**src/rtl/np_iomem_router.sv**
```systemverilog
// iomem router: decodes each CPU access by address page, forwards it to one slave port,
// and completes unmapped or unanswered accesses with an error word so the CPU never stalls.
module np_iomem_router #(
  parameter int unsigned NUM_SLAVES = 4,
  parameter logic [7:0]  BASE_PAGE  = 8'h03,
  parameter int unsigned TIMEOUT    = 255,
  parameter logic [31:0] ERR_DATA   = 32'hDEAD_BEEF
) (
  input  logic                       CLK,
  input  logic                       RST,
  input  logic                       m_valid,
  output logic                       m_ready,
  input  logic [3:0]                 m_wstrb,
  input  logic [31:0]                m_addr,
  input  logic [31:0]                m_wdata,
  output logic [31:0]                m_rdata,
  output logic [NUM_SLAVES-1:0]      s_valid,
  input  logic [NUM_SLAVES-1:0]      s_ready,
  output logic [3:0]                 s_wstrb,
  output logic [31:0]                s_addr,
  output logic [31:0]                s_wdata,
  input  logic [32*NUM_SLAVES-1:0]   s_rdata,
  output logic [7:0]                 err_count,
  output logic [31:0]                err_addr,
  output logic [1:0]                 dbg_state_o
);

  localparam int unsigned SEL_W = (NUM_SLAVES > 1) ? $clog2(NUM_SLAVES) : 1;

  // Handshake: the CPU holds m_valid and the request fields until m_ready pulses for one
  // cycle; each slave sees s_valid held with stable s_* buses until it returns s_ready.
  typedef enum logic [1:0] {
    IDLE    = 2'd0,
    ACCESS  = 2'd1,
    RESPOND = 2'd2
  } state_e;

  state_e                  state_q, state_d;
  logic [SEL_W-1:0]        sel_q, sel_d;
  logic [7:0]              cnt_q, cnt_d;
  logic [NUM_SLAVES-1:0]   s_valid_q, s_valid_d;
  logic                    m_ready_q, m_ready_d;
  logic [31:0]             m_rdata_q, m_rdata_d;
  logic [3:0]              s_wstrb_q, s_wstrb_d;
  logic [31:0]             s_addr_q, s_addr_d;
  logic [31:0]             s_wdata_q, s_wdata_d;
  logic [7:0]              err_count_q, err_count_d;
  logic [31:0]             err_addr_q, err_addr_d;

  logic [7:0]              page;
  logic                    hit;
  logic                    sel_ready;
  logic [31:0]             sel_rdata;
  logic [7:0]              err_count_inc;

  // Pages below BASE_PAGE wrap to large values and fall out as misses.
  assign page          = m_addr[31:24] - BASE_PAGE;
  assign hit           = (page < 8'(NUM_SLAVES));
  assign err_count_inc = (err_count_q == 8'hFF) ? 8'hFF : err_count_q + 8'd1;

  always_comb begin
    sel_ready = 1'b0;
    sel_rdata = '0;
    for (int i = 0; i < int'(NUM_SLAVES); i++) begin
      if (sel_q == SEL_W'(i)) begin
        sel_ready = s_ready[i];
        sel_rdata = s_rdata[32*i +: 32];
      end
    end
  end

  always_comb begin
    state_d     = state_q;
    sel_d       = sel_q;
    cnt_d       = cnt_q;
    s_valid_d   = s_valid_q;
    m_ready_d   = 1'b0;
    m_rdata_d   = m_rdata_q;
    s_wstrb_d   = s_wstrb_q;
    s_addr_d    = s_addr_q;
    s_wdata_d   = s_wdata_q;
    err_count_d = err_count_q;
    err_addr_d  = err_addr_q;
    case (state_q)
      IDLE: begin
        if (m_valid && !m_ready_q) begin
          s_addr_d  = m_addr;
          s_wdata_d = m_wdata;
          s_wstrb_d = m_wstrb;
          if (hit) begin
            sel_d     = page[SEL_W-1:0];
            s_valid_d = NUM_SLAVES'(1) << page[SEL_W-1:0];
            cnt_d     = 8'd0;
            state_d   = ACCESS;
          end else begin
            m_rdata_d   = ERR_DATA;
            err_addr_d  = m_addr;
            err_count_d = err_count_inc;
            state_d     = RESPOND;
          end
        end
      end
      ACCESS: begin
        // A ready arriving in the final timeout cycle still counts as a normal completion.
        if (sel_ready) begin
          m_rdata_d = sel_rdata;
          s_valid_d = '0;
          state_d   = RESPOND;
        end else if (cnt_q == 8'(TIMEOUT - 1)) begin
          s_valid_d   = '0;
          m_rdata_d   = ERR_DATA;
          err_addr_d  = s_addr_q;
          err_count_d = err_count_inc;
          state_d     = RESPOND;
        end else begin
          cnt_d = cnt_q + 8'd1;
        end
      end
      RESPOND: begin
        m_ready_d = 1'b1;
        state_d   = IDLE;
      end
      default: state_d = IDLE;
    endcase
  end

  always_ff @(posedge CLK or negedge RST) begin
    if (!RST) begin
      state_q     <= IDLE;
      sel_q       <= '0;
      cnt_q       <= 8'd0;
      s_valid_q   <= '0;
      m_ready_q   <= 1'b0;
      m_rdata_q   <= 32'd0;
      s_wstrb_q   <= 4'd0;
      s_addr_q    <= 32'd0;
      s_wdata_q   <= 32'd0;
      err_count_q <= 8'd0;
      err_addr_q  <= 32'd0;
    end else begin
      state_q     <= state_d;
      sel_q       <= sel_d;
      cnt_q       <= cnt_d;
      s_valid_q   <= s_valid_d;
      m_ready_q   <= m_ready_d;
      m_rdata_q   <= m_rdata_d;
      s_wstrb_q   <= s_wstrb_d;
      s_addr_q    <= s_addr_d;
      s_wdata_q   <= s_wdata_d;
      err_count_q <= err_count_d;
      err_addr_q  <= err_addr_d;
    end
  end

  assign m_ready     = m_ready_q;
  assign m_rdata     = m_rdata_q;
  assign s_valid     = s_valid_q;
  assign s_wstrb     = s_wstrb_q;
  assign s_addr      = s_addr_q;
  assign s_wdata     = s_wdata_q;
  assign err_count   = err_count_q;
  assign err_addr    = err_addr_q;
  assign dbg_state_o = state_q;

endmodule
```
**config.mk**
```make
export PLATFORM = sky130hd
export DESIGN_NAME = np_iomem_router
export DESIGN_NICKNAME = d
export VERILOG_FILES = /design/src/rtl/np_iomem_router.sv
export SDC_FILE = /design/constraint.sdc
export NUM_CORES = 1
export LEC_CHECK = 0
export BUFFER_PORTS_ARGS = -buffer_cell sky130_fd_sc_hd__buf_4
export CAP_MARGIN = 20
export CORE_AREA = 2 2 136 138
export DETAILED_ROUTE_END_ITERATION = 16
export DIE_AREA = 0 0 138 140
export PLACE_DENSITY = 0.87
export REMOVE_ABC_BUFFERS = 1
export SYNTH_ARGS = -nofsm -noshare
export SYNTH_HDL_FRONTEND = slang
export SYNTH_SLANG_ARGS = --single-unit
```
**constraint.sdc**
```tcl
create_clock -name CLK -period 2.15 [get_ports CLK]
set_clock_uncertainty 0.15 [all_clocks]
set_input_delay 0.3225 -clock CLK [delete_from_list [all_inputs] [get_ports CLK]]
set_output_delay 0.3225 -clock CLK [all_outputs]
set_load 0.01 [all_outputs]
```
==> impl_results.md, run 1 <==
- Status: complete, but fails checks
- Failing checks: negative setup slack
- CP endpoint kind: flip-flop
- VDD IR-drop max: 821.3 µV
- Min-Delay Endpoint: s_addr[0]
- Max-slew violation count: 0
- First-pass GRT wire length: 37520 µm
- Layout fillers: 1285
- Fmax: 0.4586 GHz
- Main flop type after synthesis: dfrtp_1
- LEAKAGE: 5.615 nW
- R2R Path End: cnt_q[5]
- CP max FO: 5
- Post-synth ARST share: 1.000
- Area Growth Syn to Fin: 59.22%
- Setup slack, reg-to-reg: -0.03 ns
- I/O pin cnt: 350
- YS warnings: 0
- Post-synth top area cell: dfrtp_1
- Post-synth top area share: 0.5239
- Port Buf Inserts: 349
- Total Power: 0.01581 W
- Hold depth: 2
- Design area: 11940 µm²
- DR iter-0 viols: 247
- Ratio of final minimum period to clock period: 1.014
- Post-Syn Instances: 571
- CTS Root Cell: clkbuf_16
- Critical path arrival: 2.33 ns
- Crit path launch type: flip-flop
- Most frequent cell after synthesis: dfrtp_1
- Cell Rows: 49
- Synth top area cells: dfrtp_1 52%, mux2_2 17%, mux4_2 9.9%, nand2_1 5.3%, o22a_1 2.9%
- Setup ws final: -0.03032 ns
- DIE WIDTH: 138 µm
- Final Critical Period: 2.180 ns
- CTS tree: yes
- Grt total ovfl: 0
- Max-Cap Viols: 0
- H-Tree Level Count: 4
- Reg2reg start: sel_q[0]
- Clock buffer depth: 2
- Pin count of the biggest net entering global routing: 59
- WL per Instance: 19.02 µm
- Hold WS: 0.01879 ns
- Critical path class: flip-flop to flip-flop
- Worst hold path startpoint: m_addr[0]
- Worst R2R Path Depth: 5
- Seq/Total Area, Yosys: 0.5239
- Syn Area/Cell: 13.13 µm²
- Worst-path clk slew: 0.07 ns
- DRT antenna net count: 0
- Layout cell share with drive strength beyond 1: 0.5777
- CP peak stage delay: 0.63 ns
- Layout net count: 1221
- Via count: 6504
- Synthesis-stage register bit count: 157
- Finished Core Util: 0.6715
- Drc violations: 0
- TritonRoute pass-1 iters: 6
- Final setup vio count: 17
- GRT Total Usage: 0.2458
- Worst Tran Pin Value: 0.6219 ns
- Diode count: 0
- Placed cell area: 10630 µm²
- Final GP Congestion: 0.8134
- CTS sink cnt: 157
- Synth unique cells: 42
- Vias per cell: 5.195
- CP Data Required Time: 2.30 ns
- CTS buffer count: 17
- Initial antenna violation count: 0
- Post-synth EDFFs: 0
- Core Footprint: 17780 µm²
- Cell Chain, Critical Path: mux4_2, a21oi_2, and3_4, mux2_4, a22o_1
- Die Height: 140 µm
- Synth Cell Area: 7498 µm²
- Slew headroom: 0.5854
- Die area: 19320 µm²
- Starting Density: 0.4217
- Clock latency on the worst-skew pair: 0.42 ns
- CP delay by family, top: multiplexers
- Vias in the first global route: 7150
- Synth cell count leaders: 157 x dfrtp_1, 112 x mux2_2, 106 x nand2_1
- CP max-delay cell: mux4_2
- DP HPWL: 16920 µm
- WL final: 23810 µm
- RSZ-0062 raised after global routing: yes
- CP bufs+invs: 0
- Setup TNS: -0.1726 ns
- Pwr dens: 1324 nW/µm²
- Hold crit path type: primary input to flip-flop
- Final hold vios: 0
[layout make-up]
class	instances	area [µm²]	share of cell area
well taps	229	286.5	0.02400
repair buffers	451	3611	0.3025
inverters	14	57.56	0.004821
flip-flops and latches	157	3930	0.3292
clock buffers	23	478.0	0.04003
clock inverters	9	157.7	0.01320
multi-input cells	369	3418	0.2863
[power breakdown]
part / switching [W] / internal, W
Clock: 0.00117 / 0.00204
Combinational: 0.00326 / 0.00406
Sequential: 0.000929 / 0.00434
Total: 0.00536 / 0.0104
[cell families after synthesis]
family	share of synthesized area
flops	0.5239
mux	0.2757
simple gates	0.09061
compound gates	0.06841
buf+inv	0.02803
fa+ha+maj	0.01335
[routing by layer]
metal,vias to the layer above,track usage,routed length (µm)
met2,287,0.4461,12650
li1,2961,-,-
met3,69,0.06017,1368
met5,-,0,0
met1,3187,0.2737,8794
met4,0,0.1112,992
[layout by cell type (no fill, tap or decap), types with 9 or more instances in the layout]
| master | count |
|---|---|
| mux2_2 | 110 |
| o22a_1 | 24 |
| mux4_2 | 33 |
| dfrtp_1 | 156 |
| inv_1 | 13 |
| nand2_1 | 106 |
| a22o_1 | 12 |
| nor2_1 | 9 |
| buf_4 | 386 |
| dlygate4sd3_1 | 57 |
| clkbuf_16 | 17 |
[worst register-to-register path: cells and delay by family (launching register included)]
family / cells / cell delay (ns)
compound gates: 2 / 0.39
flops: 1 / 0.38
mux: 2 / 0.93
simple gates: 1 / 0.21
[how the worst max path moves through the flow]
stage / depth (start not counted) / start / slack (ns) / end
6_report: 5 / sel_q[0] / -0.03 / cnt_q[5]
4_1_cts: 5 / sel_q[0] / -0.04 / err_count[6]
3_5_place_dp: 7 / m_addr[30] / -0.41 / err_count[7]
3_3_place_gp: 7 / m_addr[30] / -0.39 / err_count[7]
5_1_grt: 5 / sel_q[0] / -0.08 / cnt_q[5]
2_1_floorplan: 5 / dbg_state_o[0] / -1.70 / err_count[5]
[per-stage QoR]
stage / std cells / worst slack [ns]
floorplan: 540 / -1.699
CTS: 1250 / -0.03545
global route: 1252 / -0.08335
finish: 1252 / -0.03032
global placement: 1158 / -0.3904
detailed placement: 1158 / -0.4142
[timing repair]
item	in CTS	in global routing
pin swaps	1	3
gates resized for setup	8	10
hold buffers	56	1
endpoints found under the setup margin	30	65
hold endpoints to repair	109	1
setup buffers	4	1
[flip-flops by register name (all words and copies together), names as in the netlist]
name         cells
m_ready          1
sel_q            2
m_rdata         32
dbg_state_o      2
s_addr          32
s_valid          4
cnt_q            8
err_count        8
s_wstrb          4
s_wdata         32
err_addr        32
Note: power is estimated with default switching activity, not from simulation.
==> inputs of run 2 (changes only) <==
- clock period: 2.15 -> 1.8 ns (I/O delays scaled with it)
==> run 2 against run 1 <==
The flow still finishes with violations (negative setup slack). Fmax shrank 0.49%. Critical endpoint is now cnt_q[4]. Wire length grew 8.6%. Register-to-register slack lost 0.36 ns. Cell count grew 1.9%. Core utilization grew 2.1 points. Critical path depth is the same. Setup slack lost 0.36 ns. Power grew 23%. First-iteration DRC count grew 45%. Non-clock buffer count grew 24. Largest power group unchanged. Hold slack gained 0.034 ns. Die area is the same. Critical path type unchanged.
==> impl_results.md, run 2 (synthesis results as in run 1) <==
- Status: complete, but fails checks
- Failing checks: negative setup slack
- Design area: 12310 µm²
- Pin count of the biggest net entering global routing: 54
- Cell Chain, Critical Path: mux4_2, a21oi_4, a21oi_2, or4b_1, o211ai_1
- Layout cell share with drive strength beyond 1: 0.5922
- Placed cell area: 10670 µm²
- DRT antenna net count: 0
- Setup ws final: -0.3910 ns
- Drc violations: 0
- I/O pin cnt: 350
- Vias in the first global route: 7203
- First-pass GRT wire length: 39120 µm
- GRT Total Usage: 0.2571
- Pwr dens: 1574 nW/µm²
- Clock latency on the worst-skew pair: 0.42 ns
- Max-Cap Viols: 0
- Diode count: 0
- Clock buffer depth: 2
- Commonest non-fill, non-tap cell in the layout: buf_4
- DP HPWL: 17130 µm
- Total Power: 0.01938 W
- Port Buf Inserts: 349
- Starting Density: 0.4217
- CTS Root Cell: clkbuf_16
- Ratio of final minimum period to clock period: 1.217
- Area Growth Syn to Fin: 64.22%
- Max-slew violation count: 0
- WL final: 25850 µm
- Final GP Congestion: 0.8320
- CP peak stage delay: 0.63 ns
- Core Footprint: 17780 µm²
- CP max-delay cell: mux4_2
- Critical path class: flip-flop to flip-flop
- Worst-path clk slew: 0.06 ns
- Final Critical Period: 2.191 ns
- Fmax: 0.4564 GHz
- TritonRoute pass-1 iters: 7
- Hold crit path type: primary input to flip-flop
- Most frequent cells in the layout: 388 x buf_4, 156 x dfrtp_1, 104 x nand2_1
- Layout net count: 1245
- CP max FO: 5
- Via count: 6735
- DIE WIDTH: 138 µm
- Vias per cell: 5.278
- Worst Tran Pin Value: 0.4772 ns
- Die area: 19320 µm²
- CP Data Required Time: 1.97 ns
- WL per Instance: 20.26 µm
- H-Tree Level Count: 4
- Crit path launch type: flip-flop
- Slew headroom: 0.6818
- Final setup vio count: 86
- Die Height: 140 µm
- Grt total ovfl: 0
- Final hold vios: 0
- VDD IR-drop max: 877.3 µV
- CTS sink cnt: 157
- CTS buffer count: 17
- Critical path arrival: 2.36 ns
- CTS tree: yes
- DR iter-0 viols: 358
- RSZ-0062 raised after global routing: yes
- Cell Rows: 49
- LEAKAGE: 5.813 nW
- CP endpoint kind: flip-flop
- CP bufs+invs: 0
- Initial antenna violation count: 0
- CP delay by family, top: multiplexers
[run 2: changes by cell type in the layout (fill, tap and decap cells not counted), sizes merged]
cell,previous run,this run
buf,394,409
dlygate4sd3,57,64
clkinv,2,6
bufinv,4,2
clkbuf,23,21
inv,15,17
[run 2: worst paths after layout]
path	from	end	slack (ns)	cells past startpoint
max	sel_q[0]	cnt_q[4]	-0.39	5
min	m_addr[30]	s_addr[30]	0.05	3
max reg2reg	sel_q[0]	cnt_q[4]	-0.39	5
min reg2reg	err_addr[2]	err_addr[2]	0.36	1
max in group asynchronous	RST	sel_q[0]	0.67	3
min in group asynchronous	RST	s_addr[12]	0.18	2
[run 2: worst min-delay path: stages]
cell and delay, ns:
buf_6 0.08, buf_4 0.10, mux2_2 0.14
[run 2: cell type report]
type                    instances  area, µm²
clock inverters                13      138.9
well taps                     229      286.5
multi-input cells             369       3535
fillers                      1198       5465
repair buffers                475       3921
inverters                      14      60.06
clock buffers                  19      442.9
flip-flops and latches        157       3930
[run 2: stage by stage]
stage	hold WS, ns	setup TNS (ns)	instances	worst slack (ns)	util
floorplan	-0.1756	-159.27	540	-2.049	-
finish	0.05271	-25.75	1276	-0.3910	0.6926
CTS	0.01585	-26.74	1265	-0.3890	0.6759
global placement	0.02299	-48.58	1165	-0.6791	0.6004
detailed placement	0.02875	-50.53	1165	-0.7122	0.6004
global route	0.04014	-30.20	1276	-0.4354	0.6926
[run 2: report_power, final]
| group | internal [W] | total [W] | switching [W] |
|---|---|---|---|
| Clock | 0.00209 | 0.00357 | 0.00148 |
| Combinational | 0.00532 | 0.00948 | 0.00416 |
| Sequential | 0.00519 | 0.00633 | 0.00115 |
| Total | 0.0126 | 0.0194 | 0.00679 |
[run 2: what timing repair did]
action	CTS	global route
hold buffers	64	0
cloned	1	3
gates resized for setup	22	44
hold endpoints to repair	220	0
endpoints found under the setup margin	88	128
buffers inserted	3	8
pin swaps	7	23
[run 2: routing by layer]
metal | wire (µm) | global-route usage | share of wire
met5 | 0 | 0 | 0
met2 | 14420 | 0.4901 | 0.56
met1 | 9366 | 0.2834 | 0.36
met4 | 622 | 0.08056 | 0.024
met3 | 1449 | 0.05915 | 0.056
==> inputs of run 3 (changes only) <==
- ABC_CLOCK_PERIOD_IN_PS: not set -> 1800
- REMOVE_ABC_BUFFERS: 1 -> not set
==> run 3 against run 2 <==
Non-clock buffer count decreased by 4. The run still ends with negative setup slack left. Critical endpoint is now cnt_q[5]. Largest power group unchanged. Highest routed layer unchanged. Sequential share of layout area decreased by 0.17 points. Via count increased by 0.82%.
==> impl_results.md, run 3 (synthesis results as in run 1) <==
- Final hold vios: 0
- CTS sink cnt: 157
- Setup slack, reg-to-reg: -0.40 ns
- Combinational Power Share: 0.477
- DP HPWL: 17320 µm
- Clock latency on the worst-skew pair: 0.42 ns
- WL final: 26070 µm
- Die area: 19320 µm²
- Area Growth Syn to Fin: 65.16%
- Die Height: 140 µm
- Slew headroom: 0.6853
- VDD IR-drop max: 804.2 µV
- TritonRoute pass-1 iters: 5
- Max-Cap Viols: 0
- Vias per cell: 5.338
- GRT Total Usage: 0.2668
- CTS tree: yes
- Diode count: 0
- Critical path arrival: 2.36 ns
- Starting Density: 0.4217
- RSZ-0062 raised after global routing: yes
- Switching power total: 0.006964 W
- Core Footprint: 17780 µm²
- Hold depth: 3
- Worst hold path startpoint: m_addr[30]
- Layout fillers: 1206
- Via count: 6790
- Max-slew violation count: 0
- CP endpoint kind: flip-flop
- CP Data Required Time: 1.96 ns
- H-Tree Level Count: 4
- DIE WIDTH: 138 µm
- Worst Tran Pin Value: 0.4720 ns
- Pin count of the biggest net entering global routing: 40
- Critical path class: flip-flop to flip-flop
- Total Power: 0.01992 W
- Final setup vio count: 87
- Port Buf Inserts: 349
- Reg power frac: 0.320
- Post-Place Cells: 1166
- Pwr dens: 1609 nW/µm²
- Setup TNS: -26.81 ns
- CP max FO: 5
- Ratio of final minimum period to clock period: 1.224
- Hold crit path type: primary input to flip-flop
- Final GP Congestion: 0.8615
- Internal cell power: 0.01296 W
- CTS Root Cell: clkbuf_16
- Pre-CTS WS: -0.5960 ns
- DRT antenna net count: 0
- Mapped Nets: 782
- Commonest non-fill, non-tap cell in the layout: buf_4
- Final Critical Period: 2.203 ns
- Layout cell share with drive strength beyond 1: 0.5944
- First-pass GRT wire length: 40300 µm
- Initial antenna violation count: 0
- Layout net count: 1241
- Placed cell area: 10810 µm²
- Power share of the clock group: 0.203
- Drc violations: 0
- Most frequent cells in the layout: 385 x buf_4, 155 x dfrtp_1, 104 x mux2_2
- Failing checks: negative setup slack
- Worst R2R Path Depth: 5
- Layout Cells excl Fill: 1272
- Clock buffer depth: 2
- Worst-path clk slew: 0.06 ns
- Setup ws final: -0.4032 ns
- WL per Instance: 20.49 µm
- Min-Delay Endpoint: s_addr[30]
- Design area: 12380 µm²
- LEAKAGE: 5.814 nW
- Reg2reg start: sel_q[0]
- Cell Rows: 49
- Grt total ovfl: 0
- Net Sw Frac: 0.3495
- DR iter-0 viols: 358
- R2R Path End: cnt_q[5]
- Vias in the first global route: 7356
- Fmax: 0.4539 GHz
- CTS buffer count: 17
- Crit path launch type: flip-flop
- I/O pin cnt: 350
- Status: complete, but fails checks
## run 3: critical path, cell delays in order, from the launching register on
cell and delay [ns]:
dfrtp_2 0.41, mux4_2 0.64, a21oi_4 0.21, and3_1 0.21, mux2_4 0.30, a22o_1 0.18
## run 3: worst max-delay path by stage
stage / start / slack (ns) / cells after the start / to
3_3_place_gp: m_addr[30] / -0.53 / 7 / err_count[6]
2_1_floorplan: m_addr[30] / -0.35 / 6 / err_addr[10]
3_5_place_dp: m_addr[30] / -0.60 / 7 / err_count[2]
6_report: sel_q[0] / -0.40 / 5 / cnt_q[5]
5_1_grt: sel_q[0] / -0.43 / 5 / cnt_q[5]
4_1_cts: sel_q[0] / -0.38 / 5 / err_addr[21]
## run 3: per-layer routing
layer / vias to the layer above / track usage / routed length (µm)
met3: 85 / 0.05744 / 1452
met4: 0 / 0.1160 / 1106
met1: 3397 / 0.3241 / 9762
li1: 2988 / - / -
met5: - / 0 / 0
met2: 320 / 0.4612 / 13750
## run 3: cell type report
cell class,instances,area [µm²],share of cell area
timing repair buffer,471,3904,0.3152
multi-input combinational,369,3546,0.2863
clock inverter,15,231.5,0.01869
tap,229,286.5,0.02314
clock buffer,17,425.4,0.03435
inverter,14,60.06,0.004849
sequential,157,3931,0.3174
## run 3: power by group through the flow
stage,registers [W],logic [W],clock network (W)
3_5_place_dp,0.00631,0.00874,0
4_1_cts,0.00628,0.00922,0.00408
5_1_grt,0.00657,0.0100,0.00428
6_report,0.00638,0.00949,0.00405
2_1_floorplan,0.00690,0.00368,0
3_3_place_gp,0.00621,0.00848,0
## run 3: metrics by stage
| stage | hold slack, ns | utilization |
|---|---|---|
| 5_1_grt | 0.03863 | 0.6966 |
| 2_1_floorplan | -0.1756 | - |
| 6_report | 0.05329 | 0.6966 |
| 3_5_place_dp | 0.06056 | 0.6082 |
| 4_1_cts | 0.04355 | 0.6906 |
| 3_3_place_gp | 0.06181 | 0.6082 |
## run 3: what timing repair did
item                                    4_1_cts  5_1_grt
resized for setup                            20       22
buffers inserted                              7        2
pin swaps                                     5        4
hold endpoints to repair                    220        0
hold buffers                                 64        0
cloned                                        1        0
endpoints found under the setup margin      154       88
